===== src/rtl/shoal_am_pkg.sv =====
// Shared definitions for the Shoal active-message receive path: AM header
// field positions, error-code bit positions and the strip_id FSM state type.
package shoal_am_pkg;

    localparam int AM_DST_LSB = 24;
    localparam int AM_DST_MSB = 39;
    localparam int AM_DST_W   = AM_DST_MSB - AM_DST_LSB + 1;

    localparam int ERR_SHORT  = 0;
    localparam int ERR_LONG   = 1;
    localparam int ERR_DST    = 2;
    localparam int ERR_W      = 3;

    typedef enum logic [1:0] {
        HDR  = 2'd0,
        BODY = 2'd1,
        DROP = 2'd2
    } strip_state_t;

endpackage


===== src/rtl/axis_reg_slice.sv =====
// Single-entry registered AXIS stage: full-throughput when downstream is ready,
// holds its beat stable while stalled. Payload registers carry no reset.
module axis_reg_slice #(
    parameter int TDATA_WIDTH = 64,
    parameter int TDEST_WIDTH = 16,
    parameter int TKEEP_WIDTH = TDATA_WIDTH / 8
) (
    input  logic                   ap_clk,
    input  logic                   ap_rst_n,
    input  logic [TDATA_WIDTH-1:0] s_data,
    input  logic [TDEST_WIDTH-1:0] s_dest,
    input  logic [TKEEP_WIDTH-1:0] s_keep,
    input  logic                   s_last,
    input  logic                   s_valid,
    output logic                   s_ready,
    output logic [TDATA_WIDTH-1:0] m_data,
    output logic [TDEST_WIDTH-1:0] m_dest,
    output logic [TKEEP_WIDTH-1:0] m_keep,
    output logic                   m_last,
    output logic                   m_valid,
    input  logic                   m_ready
);

    logic                   vld_p1;
    logic [TDATA_WIDTH-1:0] data_p1;
    logic [TDEST_WIDTH-1:0] dest_p1;
    logic [TKEEP_WIDTH-1:0] keep_p1;
    logic                   last_p1;

    assign s_ready = !vld_p1 || m_ready;

    // ---- stage p1: output register ----
    always_ff @(posedge ap_clk or negedge ap_rst_n) begin
        if (!ap_rst_n) begin
            vld_p1 <= 1'b0;
        end else if (s_ready) begin
            vld_p1 <= s_valid;
        end
    end

    always_ff @(posedge ap_clk) begin
        if (s_valid && s_ready) begin
            data_p1 <= s_data;
            dest_p1 <= s_dest;
            keep_p1 <= s_keep;
            last_p1 <= s_last;
        end
    end

    assign m_valid = vld_p1;
    assign m_data  = data_p1;
    assign m_dest  = dest_p1;
    assign m_keep  = keep_p1;
    assign m_last  = last_p1;

endmodule


===== src/rtl/strip_id.sv =====
// Receive-side AXIS stage: checks TID/TUSER against each packet, truncates at the
// declared length, strips the sidebands. Optional counters under STRIP_ID_STATS_EN.
module strip_id
    import shoal_am_pkg::*;
#(
    parameter int TDATA_WIDTH = 64,
    parameter int TDEST_WIDTH = 16,
    parameter int TID_WIDTH   = 16,
    parameter int TUSER_WIDTH = 16,
    parameter int TKEEP_WIDTH = TDATA_WIDTH / 8
) (
    input  logic                   ap_clk,
    input  logic                   ap_rst_n,
    input  logic [TDATA_WIDTH-1:0] in_TDATA,
    input  logic                   in_TVALID,
    output logic                   in_TREADY,
    input  logic [TDEST_WIDTH-1:0] in_TDEST,
    input  logic                   in_TLAST,
    input  logic [TKEEP_WIDTH-1:0] in_TKEEP,
    input  logic [TID_WIDTH-1:0]   in_TID,
    input  logic [TUSER_WIDTH-1:0] in_TUSER,
    output logic [TDATA_WIDTH-1:0] out_TDATA,
    output logic                   out_TVALID,
    input  logic                   out_TREADY,
    output logic [TDEST_WIDTH-1:0] out_TDEST,
    output logic                   out_TLAST,
    output logic [TKEEP_WIDTH-1:0] out_TKEEP,
    output logic                   err_valid,
    output logic [ERR_W-1:0]       err_code,
    output logic [TID_WIDTH-1:0]   err_tid
`ifdef STRIP_ID_STATS_EN
    ,
    output logic [31:0]            pkt_count,
    output logic [31:0]            err_count
`endif
);

    // A declared length of zero still carries the header beat.
    function automatic logic [TUSER_WIDTH-1:0] norm_len(input logic [TUSER_WIDTH-1:0] len);
        return (len == '0) ? TUSER_WIDTH'(1) : len;
    endfunction

    function automatic logic [TUSER_WIDTH-1:0] sat_inc(input logic [TUSER_WIDTH-1:0] cnt,
                                                       input logic [TUSER_WIDTH-1:0] lim);
        return (cnt >= lim) ? lim : cnt + TUSER_WIDTH'(1);
    endfunction

    strip_state_t           state_p0;
    logic [TUSER_WIDTH-1:0] exp_len_p0;
    logic [TUSER_WIDTH-1:0] count_p0;
    logic [TID_WIDTH-1:0]   tid_p0;

    logic                   slice_ready;
    logic                   is_hdr;
    logic                   is_drop;
    logic                   acc;
    logic                   fwd;
    logic [TUSER_WIDTH-1:0] cur_len;
    logic [TUSER_WIDTH-1:0] cur_cnt;
    logic [TID_WIDTH-1:0]   cur_tid;
    logic                   at_end;
    logic                   err_dst;
    logic                   err_long;
    logic                   err_short;
    logic [ERR_W-1:0]       code;
    logic                   fwd_last;

    // ---- stage p0: header/length check on the accepted input beat ----
    always_comb begin
        is_hdr    = (state_p0 == HDR);
        is_drop   = (state_p0 == DROP);
        in_TREADY = is_drop || slice_ready;
        acc       = in_TVALID && in_TREADY;
        fwd       = acc && !is_drop;
        cur_len   = is_hdr ? norm_len(in_TUSER) : exp_len_p0;
        cur_cnt   = is_hdr ? TUSER_WIDTH'(1) : count_p0;
        cur_tid   = is_hdr ? in_TID : tid_p0;
        at_end    = (cur_cnt >= cur_len);
        err_dst   = is_hdr && (TID_WIDTH'(in_TDATA[AM_DST_MSB:AM_DST_LSB]) != in_TID);
        err_long  = at_end && !in_TLAST;
        err_short = !at_end && in_TLAST;
        fwd_last  = at_end || in_TLAST;
        code             = '0;
        code[ERR_SHORT]  = err_short;
        code[ERR_LONG]   = err_long;
        code[ERR_DST]    = err_dst;
    end

    always_ff @(posedge ap_clk or negedge ap_rst_n) begin
        if (!ap_rst_n) begin
            state_p0   <= HDR;
            exp_len_p0 <= '0;
            count_p0   <= '0;
            tid_p0     <= '0;
        end else if (acc) begin
            if (is_drop) begin
                if (in_TLAST) state_p0 <= HDR;
            end else begin
                exp_len_p0 <= cur_len;
                tid_p0     <= cur_tid;
                if (err_long) begin
                    state_p0 <= DROP;
                    count_p0 <= cur_cnt;
                end else if (fwd_last) begin
                    state_p0 <= HDR;
                    count_p0 <= cur_cnt;
                end else begin
                    state_p0 <= BODY;
                    count_p0 <= sat_inc(cur_cnt, cur_len);
                end
            end
        end
    end

    // ---- stage p1: error strobe, aligned with the forwarded beat ----
    always_ff @(posedge ap_clk or negedge ap_rst_n) begin
        if (!ap_rst_n) begin
            err_valid <= 1'b0;
            err_code  <= '0;
            err_tid   <= '0;
        end else begin
            err_valid <= fwd && (code != '0);
            if (fwd && (code != '0)) begin
                err_code <= code;
                err_tid  <= cur_tid;
            end
        end
    end

    axis_reg_slice #(
        .TDATA_WIDTH (TDATA_WIDTH),
        .TDEST_WIDTH (TDEST_WIDTH),
        .TKEEP_WIDTH (TKEEP_WIDTH)
    ) u_out_slice (
        .ap_clk   (ap_clk),
        .ap_rst_n (ap_rst_n),
        .s_data   (in_TDATA),
        .s_dest   (in_TDEST),
        .s_keep   (in_TKEEP),
        .s_last   (fwd_last),
        .s_valid  (in_TVALID && !is_drop),
        .s_ready  (slice_ready),
        .m_data   (out_TDATA),
        .m_dest   (out_TDEST),
        .m_keep   (out_TKEEP),
        .m_last   (out_TLAST),
        .m_valid  (out_TVALID),
        .m_ready  (out_TREADY)
    );

`ifdef STRIP_ID_STATS_EN
    always_ff @(posedge ap_clk or negedge ap_rst_n) begin
        if (!ap_rst_n) begin
            pkt_count <= '0;
            err_count <= '0;
        end else begin
            if (out_TVALID && out_TREADY && out_TLAST) pkt_count <= pkt_count + 32'd1;
            if (err_valid) err_count <= err_count + 32'd1;
        end
    end
`endif

endmodule


===== config.mk =====
export PLATFORM = sky130hd
export DESIGN_NAME = strip_id
export DESIGN_NICKNAME = d
export VERILOG_FILES = /design/src/rtl/shoal_am_pkg.sv /design/src/rtl/axis_reg_slice.sv /design/src/rtl/strip_id.sv
export SDC_FILE = /design/constraint.sdc
export NUM_CORES = 1
export LEC_CHECK = 0
export ABC_AREA = 1
export BUFFER_PORTS_ARGS = -buffer_cell sky130_fd_sc_hd__buf_2
export CORE_MARGIN = 2
export CORE_UTILIZATION = 50
export DETAILED_ROUTE_END_ITERATION = 16
export GPL_TIMING_DRIVEN = 0
export PLACE_DENSITY_LB_ADDON = 0.15
export SKIP_CTS_REPAIR_TIMING = 1
export SYNTH_ARGS = -nofsm -noshare
export SYNTH_HDL_FRONTEND = slang
export SYNTH_SLANG_ARGS = --single-unit

===== constraint.sdc =====
create_clock -name ap_clk -period 5.8 [get_ports ap_clk]
set_input_delay 1.16 -clock ap_clk [delete_from_list [all_inputs] [get_ports ap_clk]]
set_output_delay 1.16 -clock ap_clk [all_outputs]
set_load 0.05 [all_outputs]

==> summary.md, run 1 <==
| Metric | Value |
|---|---|
| Status | completed |
| Largest net degree at the start of global routing | between 60 and 70 |
| Critical Path Fanout Max | 10 |
| Worst hold endpoint | exp_len_p0[0] |
| Vias in the first global route | 5850 |
| Seq/Total Area, Yosys | 59.51% |
| Root Driver | clkbuf_16 |
| Vias | 6214 |
| Synth warnings | 0 |
| Hold Vio Cnt, Final | 0 |
| Ranking of synthesized cells by area | edfxtp_1 36%, dfrtp_1 24%, nand2_1 12%, inv_1 4.1%, o21ai_0 3.9% |
| Initial antenna violation count | 3 |
| Area Overhead vs Synth | 27.46% |
| Worst hold margin | 0.4860 ns |
| Boundary pin count | 236 |
| Worst slew margin | 40.65% |
| Row count | 44 |
| CTS clk-pin slew, worst paths | 0.06 ns |
| Share of cells above drive strength 1 | 30.29% |
| Post-synthesis cell count | just under 800 |
| Gr usage total | 25.27% |
| Unique masters post-synth | 33 |
| Die Ht | 126.3 um |
| Clock Latency Late Sink | around 0.43 ns |
| WS Path Type | in -> reg |
| Synthesized area | 7476 um^2 |
| GPL Wtd Cong | 0.9212 |
| Grt total ovfl | 0 |
| Flop-to-flop setup slack | 0.80 ns |
| Fin Setup TNS | 0 ns |
| Leakage | between 4 and 5 nW |
| Worst Min Path Start | exp_len_p0[0] |
| Drt total wl | just over 20 mm |
| CTS tree | built |
| First-pass GRT wire length | about 31 mm |
| Worst Hold Class | reg -> reg |
| Worst EP arrival | 5.47 ns |
| Worst r2r dst | count_p0[12] |
| Post-DP HPWL | around 15 mm |
| Initial core utilization | between 50% and 60% |
| WL/cell | 16.40 um |
| Pwr dens | ~570 nW/um^2 |
| Post-synth EDFFs | 89 |
| Nets@finish | 1174 |
| Slew Viols, Final | 0 |
| Top FF cell, synth | edfxtp_1 |
| Post-DP Area | 8942 um^2 |
| Die footprint | 15950 um^2 |
| Setup Skew | 0.009897 ns |
| Unrepaired setup endpoints after global routing | false |
| Die width | around 130 um |
| Final Cycle Share | about 88% |
| Fin crit period | just over 5 ns |
| Setup crit end kind | register |
| Max H-tree Level | 4 |
| Detailed-route DRC error count | 0 |
| Synth top area share | between 30% and 40% |
| FF+latch count, synth | 160 |
| Post-synth net total | between 900 and 1000 |
| Synth cell count leaders | 232 x nand2_1, 89 x edfxtp_1, 82 x inv_1 |
| Max Root-Sink Buffers | 2 |
| R2R depth | 20 |
| DRT Pass-1 Iters | 6 |
| Total power draw | 5.434 mW |
| Post-route cell area | 9529 um^2 |
| Count leader, synth | nand2_1 |
| Post-route ant nets | 0 |
| Max Cap Viol | 0 |
| Leading area contributor after synthesis | edfxtp_1 |
| Core Region | ~15000 um^2 |
| Slew @ Worst Pin | 0.8902 ns |
| Avg Cell Area, Syn | 9.684 um^2 |
| Peak VDD IR | slightly below 300 uV |
| Input/output buffers | 235 |
| Via density | 5.069 |
| CTS buffer count | 17 |
| Startpoint types | primary input |
| Data required time of the worst path | 6.16 ns |
| Hold path cells | 2 |
| CTS sink cnt | 160 |
| Setup-failing EPs final | 0 |
| Initial DRC count | 472 |
| RR Startpoint | state_p0[0] |
| Fmax | around 0.20 GHz |
| Async S/R FF share, synth | between 40 and 50% |
routing by layer:
layer	part of all wire [%]	up-vias	global-route usage, %
met5	0	-	0
met4	2.7	0	8.985
met3	8.3	41	6.839
met2	48	274	41.71
met1	41	2846	32.30
li1	-	3053	-
placed cells by master, fill, tap and decap left out, types with 21 or more instances in the layout:
master	instances
inv_1	82
edfxtp_1	89
nand3_1	50
buf_2	241
a21oi_1	31
ha_1	21
dfrtp_1	71
nand2_1	232
o21ai_0	58
nor2_1	41
flip-flops by register name (all words and copies together), names as in the netlist:
| signal | count |
|---|---|
| tid_p0 | 16 |
| u_out_slice.m_dest | 16 |
| err_code | 3 |
| count_p0 | 16 |
| exp_len_p0 | 16 |
| u_out_slice.m_data | 64 |
| u_out_slice.m_valid | 1 |
| u_out_slice.m_keep | 8 |
| err_tid | 16 |
| u_out_slice.m_last | 1 |
| err_valid | 1 |
| state_p0 | 2 |
power breakdown:
group	switching, mW	leakage [nW]	internal [mW]
combinational	1.91	2.60	0.699
sequential	0.139	1.74	1.58
clock	0.471	0.280	0.641
total	2.52	4.63	2.92
how the worst max path moves through the flow:
| stage | startpoint | to | slack [ns] | depth (start not counted) |
|---|---|---|---|---|
| 5_1_grt | in_TUSER[8] | count_p0[14] | 0.32 | 22 |
| 4_1_cts | in_TUSER[8] | count_p0[12] | 0.75 | 22 |
| 6_report | in_TUSER[8] | count_p0[12] | 0.70 | 22 |
| 3_3_place_gp | in_TUSER[10] | count_p0[9] | 0.31 | 22 |
| 3_5_place_dp | in_TUSER[8] | count_p0[12] | 0.34 | 22 |
| 2_1_floorplan | in_TUSER[0] | count_p0[10] | 1.80 | 21 |
cell families (layout without fill, tap and decap cells):
family | count (synthesis) | in the layout | share of synthesized area, %
XOR/XNOR | 16 | 16 | 1.874
flip-flops | 160 | 160 | 59.51
AO/OA/AOI/OAI | 98 | 98 | 6.879
adder cells (fa/ha/maj) | 21 | 21 | 3.515
other | 0 | 2 | 0
AND/OR/NAND/NOR | 362 | 362 | 21.51
multiplexers | 3 | 3 | 0.4017
buffers and inverters | 112 | 380 | 6.310
stage by stage:
stage               worst slack [ns]  utilization, %  instances
floorplan                      1.805               -        772
global placement              0.3128           60.88       1191
detailed placement            0.3393           61.30       1193
CTS                           0.7520           65.28       1224
global route                  0.3179           65.32       1226
finish                        0.6983           65.32       1226
final cells by class:
type | count | area, um^2
well taps | 184 | 230.2
clock buffers | 18 | 429.2
fillers | 1211 | 5060
diodes | 2 | 5.005
clock inverters | 13 | 152.6
repair buffers | 237 | 1234
inverters | 86 | 322.8
multi-input cells | 500 | 2555
plain buffers | 26 | 151.4
flip-flops and latches | 160 | 4449
critical path: stages:
cell,delay (ns)
buf_2,0.11
nor2_1,0.11
nand2_1,0.14
nor2_1,0.12
a21oi_1,0.13
o21ai_0,0.39
ha_1,0.31
nand2_1,0.05
nand3_1,0.09
nand2_1,0.07
nand2_1,0.05
nand2_1,0.05
nand2_1,0.09
a21oi_1,0.70
ha_1,0.28
inv_1,0.06
nor2_1,0.56
inv_1,0.32
clkbuf_1,0.32
a21oi_1,0.21
nand2_1,0.08
nand2_1,0.05
No activity file was read; power rests on OpenSTA's default activity.
==> run 2: changes to the inputs <==
CORE_UTILIZATION = 35   (was 50)
==> run 2 against run 1 <==
Flip-flop and latch count unchanged. Critical path depth down 3. Via count down 1.0%. Core utilization down 19 points. Combinational power about the same. Sequential share of layout area down 0.60 points. Clock power about the same. Maximum frequency down 2.1%. Non-clock buffer count unchanged.
==> summary.md, run 2 (synthesis results as in run 1) <==
| Metric | Value |
|---|---|
| Die Ht | 150.2 um (was 126.3 um) |
| CTS sink cnt | 160 (unchanged) |
| Setup crit end kind | register (unchanged) |
| Drt total wl | 21.68 mm (was 20.11 mm) |
| Fin crit period | 5.210 ns (was 5.102 ns) |
| Pwr dens | 561.8 nW/um^2 (was 570.3 nW/um^2) |
| Die width | 150.2 um (was 126.3 um) |
| Worst hold margin | 0.4802 ns (was 0.4860 ns) |
| Hold path cells | 2 (unchanged) |
| Data required time of the worst path | 6.16 ns (about the same) |
| Fin Setup TNS | 0 ns (unchanged) |
| Core Region | 21020 um^2 (was 14590 um^2) |
| Nets@finish | 1174 (unchanged) |
| Final Cycle Share | 89.82% (was 87.96%) |
| Vias in the first global route | 5707 (was 5850) |
| Row count | 53 (was 44) |
| Max H-tree Level | 4 (unchanged) |
| Status | completed (unchanged) |
| Fmax | 0.1919 GHz (was 0.1960 GHz) |
| GPL Wtd Cong | 0.8740 (was 0.9212) |
| Slew Viols, Final | 0 (unchanged) |
| Commonest non-fill, non-tap cells in the layout | 241 x buf_2, 232 x nand2_1, 89 x edfxtp_1 (unchanged) |
| Setup-failing EPs final | 0 (unchanged) |
| Initial DRC count | 371 (was 472) |
| Detailed-route DRC error count | 0 (unchanged) |
| Setup Skew | 0.01948 ns (was 0.009897 ns) |
| R2R depth | 19 (was 20) |
| Worst slew margin | 35.53% (was 40.65%) |
| Input/output buffers | 235 (unchanged) |
| Post-route cell area | 9653 um^2 (was 9529 um^2) |
| Area Overhead vs Synth | 29.12% (was 27.46%) |
| Initial antenna violation count | 2 (was 3) |
| Post-route ant nets | 0 (unchanged) |
| Commonest non-fill, non-tap cell in the layout | buf_2 (unchanged) |
| Initial core utilization | 35.56% (was 51.24%) |
| Setup slack at placement | 0.3402 ns (was 0.3393 ns) |
| Peak VDD IR | 225.7 uV (was 292.8 uV) |
| Worst EP arrival | 5.57 ns (was 5.47 ns) |
| Max FFs per register | 64 (unchanged) |
| CTS clk-pin slew, worst paths | 0.07 ns (was 0.06 ns) |
| First-pass GRT wire length | 32.23 mm (was 31.15 mm) |
| Max Root-Sink Buffers | 2 (unchanged) |
| Hold Vio Cnt, Final | 0 (unchanged) |
| Crit path setup slack, layout | 0.5902 ns (was 0.6983 ns) |
| Post-DP HPWL | 16.55 mm (was 14.89 mm) |
| Filler cells | 2023 (was 1211) |
| WL/cell | 16.46 um (was 16.40 um) |
| Share of cells above drive strength 1 | 30.45% (was 30.29%) |
| Clock Latency Late Sink | 0.44 ns (was 0.43 ns) |
| Largest net degree at the start of global routing | 56 (was 69) |
| Slew @ Worst Pin | 0.9671 ns (was 0.8902 ns) |
| CTS tree | built (unchanged) |
| Final core occ | 45.92% (was 65.32%) |
| Gr usage total | 18.99% (was 25.27%) |
| Boundary pin count | 236 (unchanged) |
| DRT Pass-1 Iters | 6 (unchanged) |
| Startpoint types | register (was primary input) |
| Leakage | 4.628 nW (was 4.625 nW) |
| Die footprint | 22550 um^2 (was 15950 um^2) |
| Grt total ovfl | 0 (unchanged) |
| Via density | 4.669 (was 5.069) |
| Vias | 6149 (was 6214) |
| Max Cap Viol | 0 (unchanged) |
| Unrepaired setup endpoints after global routing | false (unchanged) |
| Post-DP Area | 9056 um^2 (was 8942 um^2) |
| Worst Hold Class | reg -> reg (unchanged) |
| Critical Path Fanout Max | 10 (unchanged) |
| WS Path Type | reg -> reg (was in -> reg) |
| Root Driver | clkbuf_16 (unchanged) |
| CTS buffer count | 17 (unchanged) |
[run 2: area by class of cell]
type / instances / area [um^2] / area share [%]
diodes: 1 / 2.502 / 0.02592
plain buffers: 26 / 151.4 / 1.568
clock buffers: 17 / 425.4 / 4.407
clock inverters: 15 / 168.9 / 1.750
inverters: 86 / 322.8 / 3.344
multi-input cells: 500 / 2555 / 26.47
flip-flops and latches: 160 / 4449 / 46.09
well taps: 275 / 344.1 / 3.564
repair buffers: 237 / 1234 / 12.78
[run 2: per-layer routing]
layer	wire, um	vias to the layer above	track usage (%)
met5	20	-	0
met4	228	2	5.613
met3	1468	17	4.424
met2	10930	202	32.10
met1	9034	2875	24.34
li1	-	3053	-
[run 2: path summary, 6_finish.rpt]
check / startpoint / end / slack [ns]
max: state_p0[0] / count_p0[7] / 0.59
min: count_p0[9] / count_p0[9] / 0.48
max reg2reg: state_p0[0] / count_p0[7] / 0.59
min reg2reg: count_p0[9] / count_p0[9] / 0.48
max in group asynchronous: ap_rst_n / count_p0[14] / 4.58
min in group asynchronous: ap_rst_n / err_tid[14] / 0.64
[run 2: critical path, stage by stage, from the launching register on]
cell	delay, ns
dfrtp_1	0.45
nor2_4	0.32
buf_4	0.29
buf_2	0.27
nand2_1	0.13
o21ai_0	0.17
inv_1	0.08
ha_1	0.32
a21oi_1	0.21
o21a_1	0.15
nand2_1	0.08
a21oi_1	0.75
ha_1	0.28
inv_1	0.06
nor2_1	0.51
inv_1	0.31
clkbuf_1	0.35
a21oi_1	0.22
nand2_1	0.10
nand2_1	0.07
[run 2: metrics by stage]
| step | total power, mW | std cells |
|---|---|---|
| 3_5_place_dp | 4.364 | 1284 |
| 5_1_grt | 5.817 | 1317 |
| 2_1_floorplan | 3.643 | 772 |
| 6_report | 5.423 | 1317 |
| 4_1_cts | 5.483 | 1316 |
| 3_3_place_gp | 4.337 | 1282 |
[run 2: power breakdown]
part	internal [mW]	total [mW]	switching, mW
Clock	0.578	1.11	0.530
Combinational	0.697	2.60	1.90
Sequential	1.58	1.72	0.141
==> run 3: changes to the inputs <==
PLACE_DENSITY = 0.69   (was default)
PLACE_DENSITY_LB_ADDON = default   (was 0.15)
==> run 3 against run 2 <==
Clock power about the same. Total power up 0.56%. Register-to-register slack worse by 0.11 ns. Largest power group unchanged. First-iteration DRC count up 27%. Critical endpoint is now count_p0[8].
==> summary.md, run 3 (synthesis results as in run 1) <==
| Metric | Value |
|---|---|
| Detailed-route DRC error count | 0 (unchanged) |
| Clock Latency Late Sink | 0.42 ns (was 0.44 ns) |
| Fmax | 0.1879 GHz (was 0.1919 GHz) |
| CTS sink cnt | 160 (unchanged) |
| Via density | 4.783 (was 4.669) |
| Die width | 150.2 um (unchanged) |
| RR Startpoint | state_p0[0] (unchanged) |
| Largest net degree at the start of global routing | 67 (was 56) |
| Commonest non-fill, non-tap cells in the layout | 241 x buf_2, 232 x nand2_1, 89 x edfxtp_1 (unchanged) |
| Peak VDD IR | 220.8 uV (was 225.7 uV) |
| Worst hold margin | 0.4820 ns (was 0.4802 ns) |
| Fin Setup TNS | 0 ns (unchanged) |
| Share of cells above drive strength 1 | 30.36% (was 30.45%) |
| CP cell instances | nor2_4, buf_4, buf_2, nand2_1, o21ai_0, inv_1, ha_1, nand2_1, o21a_1, nand2_1, a21oi_1, ha_1, inv_1, nor2_1, inv_1, clkbuf_1, a21oi_1, nand2_1, nand2_1 (was nor2_4, buf_4, buf_2, nand2_1, o21ai_0, inv_1, ha_1, a21oi_1, o21a_1, nand2_1, a21oi_1, ha_1, inv_1, nor2_1, inv_1, clkbuf_1, a21oi_1, nand2_1, nand2_1) |
| CP top delay family | buffers and inverters (was compound AO/OA/AOI/OAI gates) |
| Setup crit end kind | register (unchanged) |
| Drt total wl | 22.47 mm (was 21.68 mm) |
| Worst hold endpoint | err_code[2] (was count_p0[9]) |
| Core Region | 21020 um^2 (unchanged) |
| Gr usage total | 19.47% (was 18.99%) |
| Worst slew margin | 37.17% (was 35.53%) |
| Die Ht | 150.2 um (unchanged) |
| Post-DP HPWL | 17.07 mm (was 16.55 mm) |
| Status | completed (unchanged) |
| Root Driver | clkbuf_16 (unchanged) |
| Setup slack at placement | 0.3526 ns (was 0.3402 ns) |
| CTS clk-pin slew, worst paths | 0.07 ns (about the same) |
| Setup-failing EPs final | 0 (unchanged) |
| Max stage delay cell, worst path | a21oi_1 (unchanged) |
| Worst Min Path Start | err_code[2] (was count_p0[9]) |
| Hold path cells | 2 (unchanged) |
| Final Cycle Share | 91.78% (was 89.82%) |
| Worst r2r dst | count_p0[8] (was count_p0[7]) |
| Startpoint types | register (unchanged) |
| Boundary pin count | 236 (unchanged) |
| Post-route ant nets | 0 (unchanged) |
| Max Root-Sink Buffers | 2 (unchanged) |
| Initial DRC count | 473 (was 371) |
| Max Cap Viol | 0 (unchanged) |
| Flop-to-flop setup slack | 0.48 ns (was 0.59 ns) |
| Ant diodes | 0 (was 1) |
| Worst Hold Class | reg -> reg (unchanged) |
| Hold Vio Cnt, Final | 0 (unchanged) |
| Commonest non-fill, non-tap cell in the layout | buf_2 (unchanged) |
| Unrepaired setup endpoints after global routing | false (unchanged) |
| Fin crit period | 5.323 ns (was 5.210 ns) |
| CP bufs+invs | 6 (unchanged) |
| CTS tree | built (unchanged) |
| Initial core utilization | 35.56% (unchanged) |
| Setup Skew | 0.01187 ns (was 0.01948 ns) |
| Slew @ Worst Pin | 0.9424 ns (was 0.9671 ns) |
| Pwr dens | 566.8 nW/um^2 (was 561.8 nW/um^2) |
| GPL Wtd Cong | 0.9128 (was 0.8740) |
| Critical Path Fanout Max | 10 (unchanged) |
| Vias | 6295 (was 6149) |
| First-pass GRT wire length | 32.99 mm (was 32.23 mm) |
| WL/cell | 17.07 um (was 16.46 um) |
| Vias in the first global route | 5881 (was 5707) |
| Area Overhead vs Synth | 28.70% (was 29.12%) |
| WS Path Type | reg -> reg (unchanged) |
| Row count | 53 (unchanged) |
| Leakage | 4.613 nW (was 4.628 nW) |
| Grt total ovfl | 0 (unchanged) |
| Nets@finish | 1174 (unchanged) |
| Max stage delay on crit path | 0.74 ns (was 0.75 ns) |
| R2R depth | 19 (unchanged) |
| DRT Pass-1 Iters | 5 (was 6) |
| Slew Viols, Final | 0 (unchanged) |
| Worst path most repeated cell | nand2_1 (unchanged) |
| Input/output buffers | 235 (unchanged) |
| Filler cells | 2041 (was 2023) |
| CTS buffer count | 17 (unchanged) |
| Die footprint | 22550 um^2 (unchanged) |
| Initial antenna violation count | 0 (was 2) |
| Max H-tree Level | 4 (unchanged) |
| Crit path setup slack, layout | 0.4770 ns (was 0.5902 ns) |
| Data required time of the worst path | 6.16 ns (about the same) |
| Worst EP arrival | 5.68 ns (was 5.57 ns) |
| Max FFs per register | 64 (unchanged) |
run 3: worst max path at each step:
stage                      start            to  slack (ns)  depth (start not counted)
floorplan            in_TUSER[0]  count_p0[10]        1.80                         21
global placement    in_TUSER[15]   count_p0[8]        0.33                         22
detailed placement  in_TUSER[15]   count_p0[8]        0.35                         22
CTS                  state_p0[0]   count_p0[8]        0.63                         19
global route         state_p0[0]   count_p0[8]        0.14                         20
finish               state_p0[0]   count_p0[8]        0.48                         19
run 3: metrics by stage:
| stage | instance area [um^2] | std cells | utilization (%) | total power [mW] |
|---|---|---|---|---|
| finish | 9622 | 1316 | 45.77 | 5.453 |
| global route | 9622 | 1316 | 45.77 | 5.824 |
| CTS | 9622 | 1316 | 45.77 | 5.484 |
| detailed placement | 9049 | 1284 | 43.05 | 4.386 |
| global placement | 8996 | 1282 | 42.80 | 4.319 |
| floorplan | 7476 | 772 | - | 3.643 |
run 3: per-layer routing:
layer  routed length, um  part of all wire (%)  track usage, %
met4                 429                   1.9           6.415
met3                1864                   8.3           5.182
met5                   0                     0               0
met1                9010                    40           24.11
met2               11160                    50           33.08
run 3: cell type report:
class	count	area (um^2)	share of cell area, %
sequential	160	4449	46.24
multi-input combinational	500	2555	26.55
timing repair buffer	237	1226	12.74
clock buffer	18	429.2	4.460
tap	275	344.1	3.576
inverter	86	322.8	3.355
buffer	26	151.4	1.573
clock inverter	14	143.9	1.495
run 3: where the power goes:
part	total, mW	leakage (nW)	switching [mW]	internal (mW)
clock	1.09	0.271	0.517	0.573
sequential	1.73	1.74	0.155	1.58
combinational	2.63	2.60	1.93	0.697
run 3: worst min-delay path, delay by kind of cell (launching register included):
| kind | cells | cell delay [ns] |
|---|---|---|
| flip-flops | 1 | 0.34 |
| AND/OR/NAND/NOR | 2 | 0.10 |
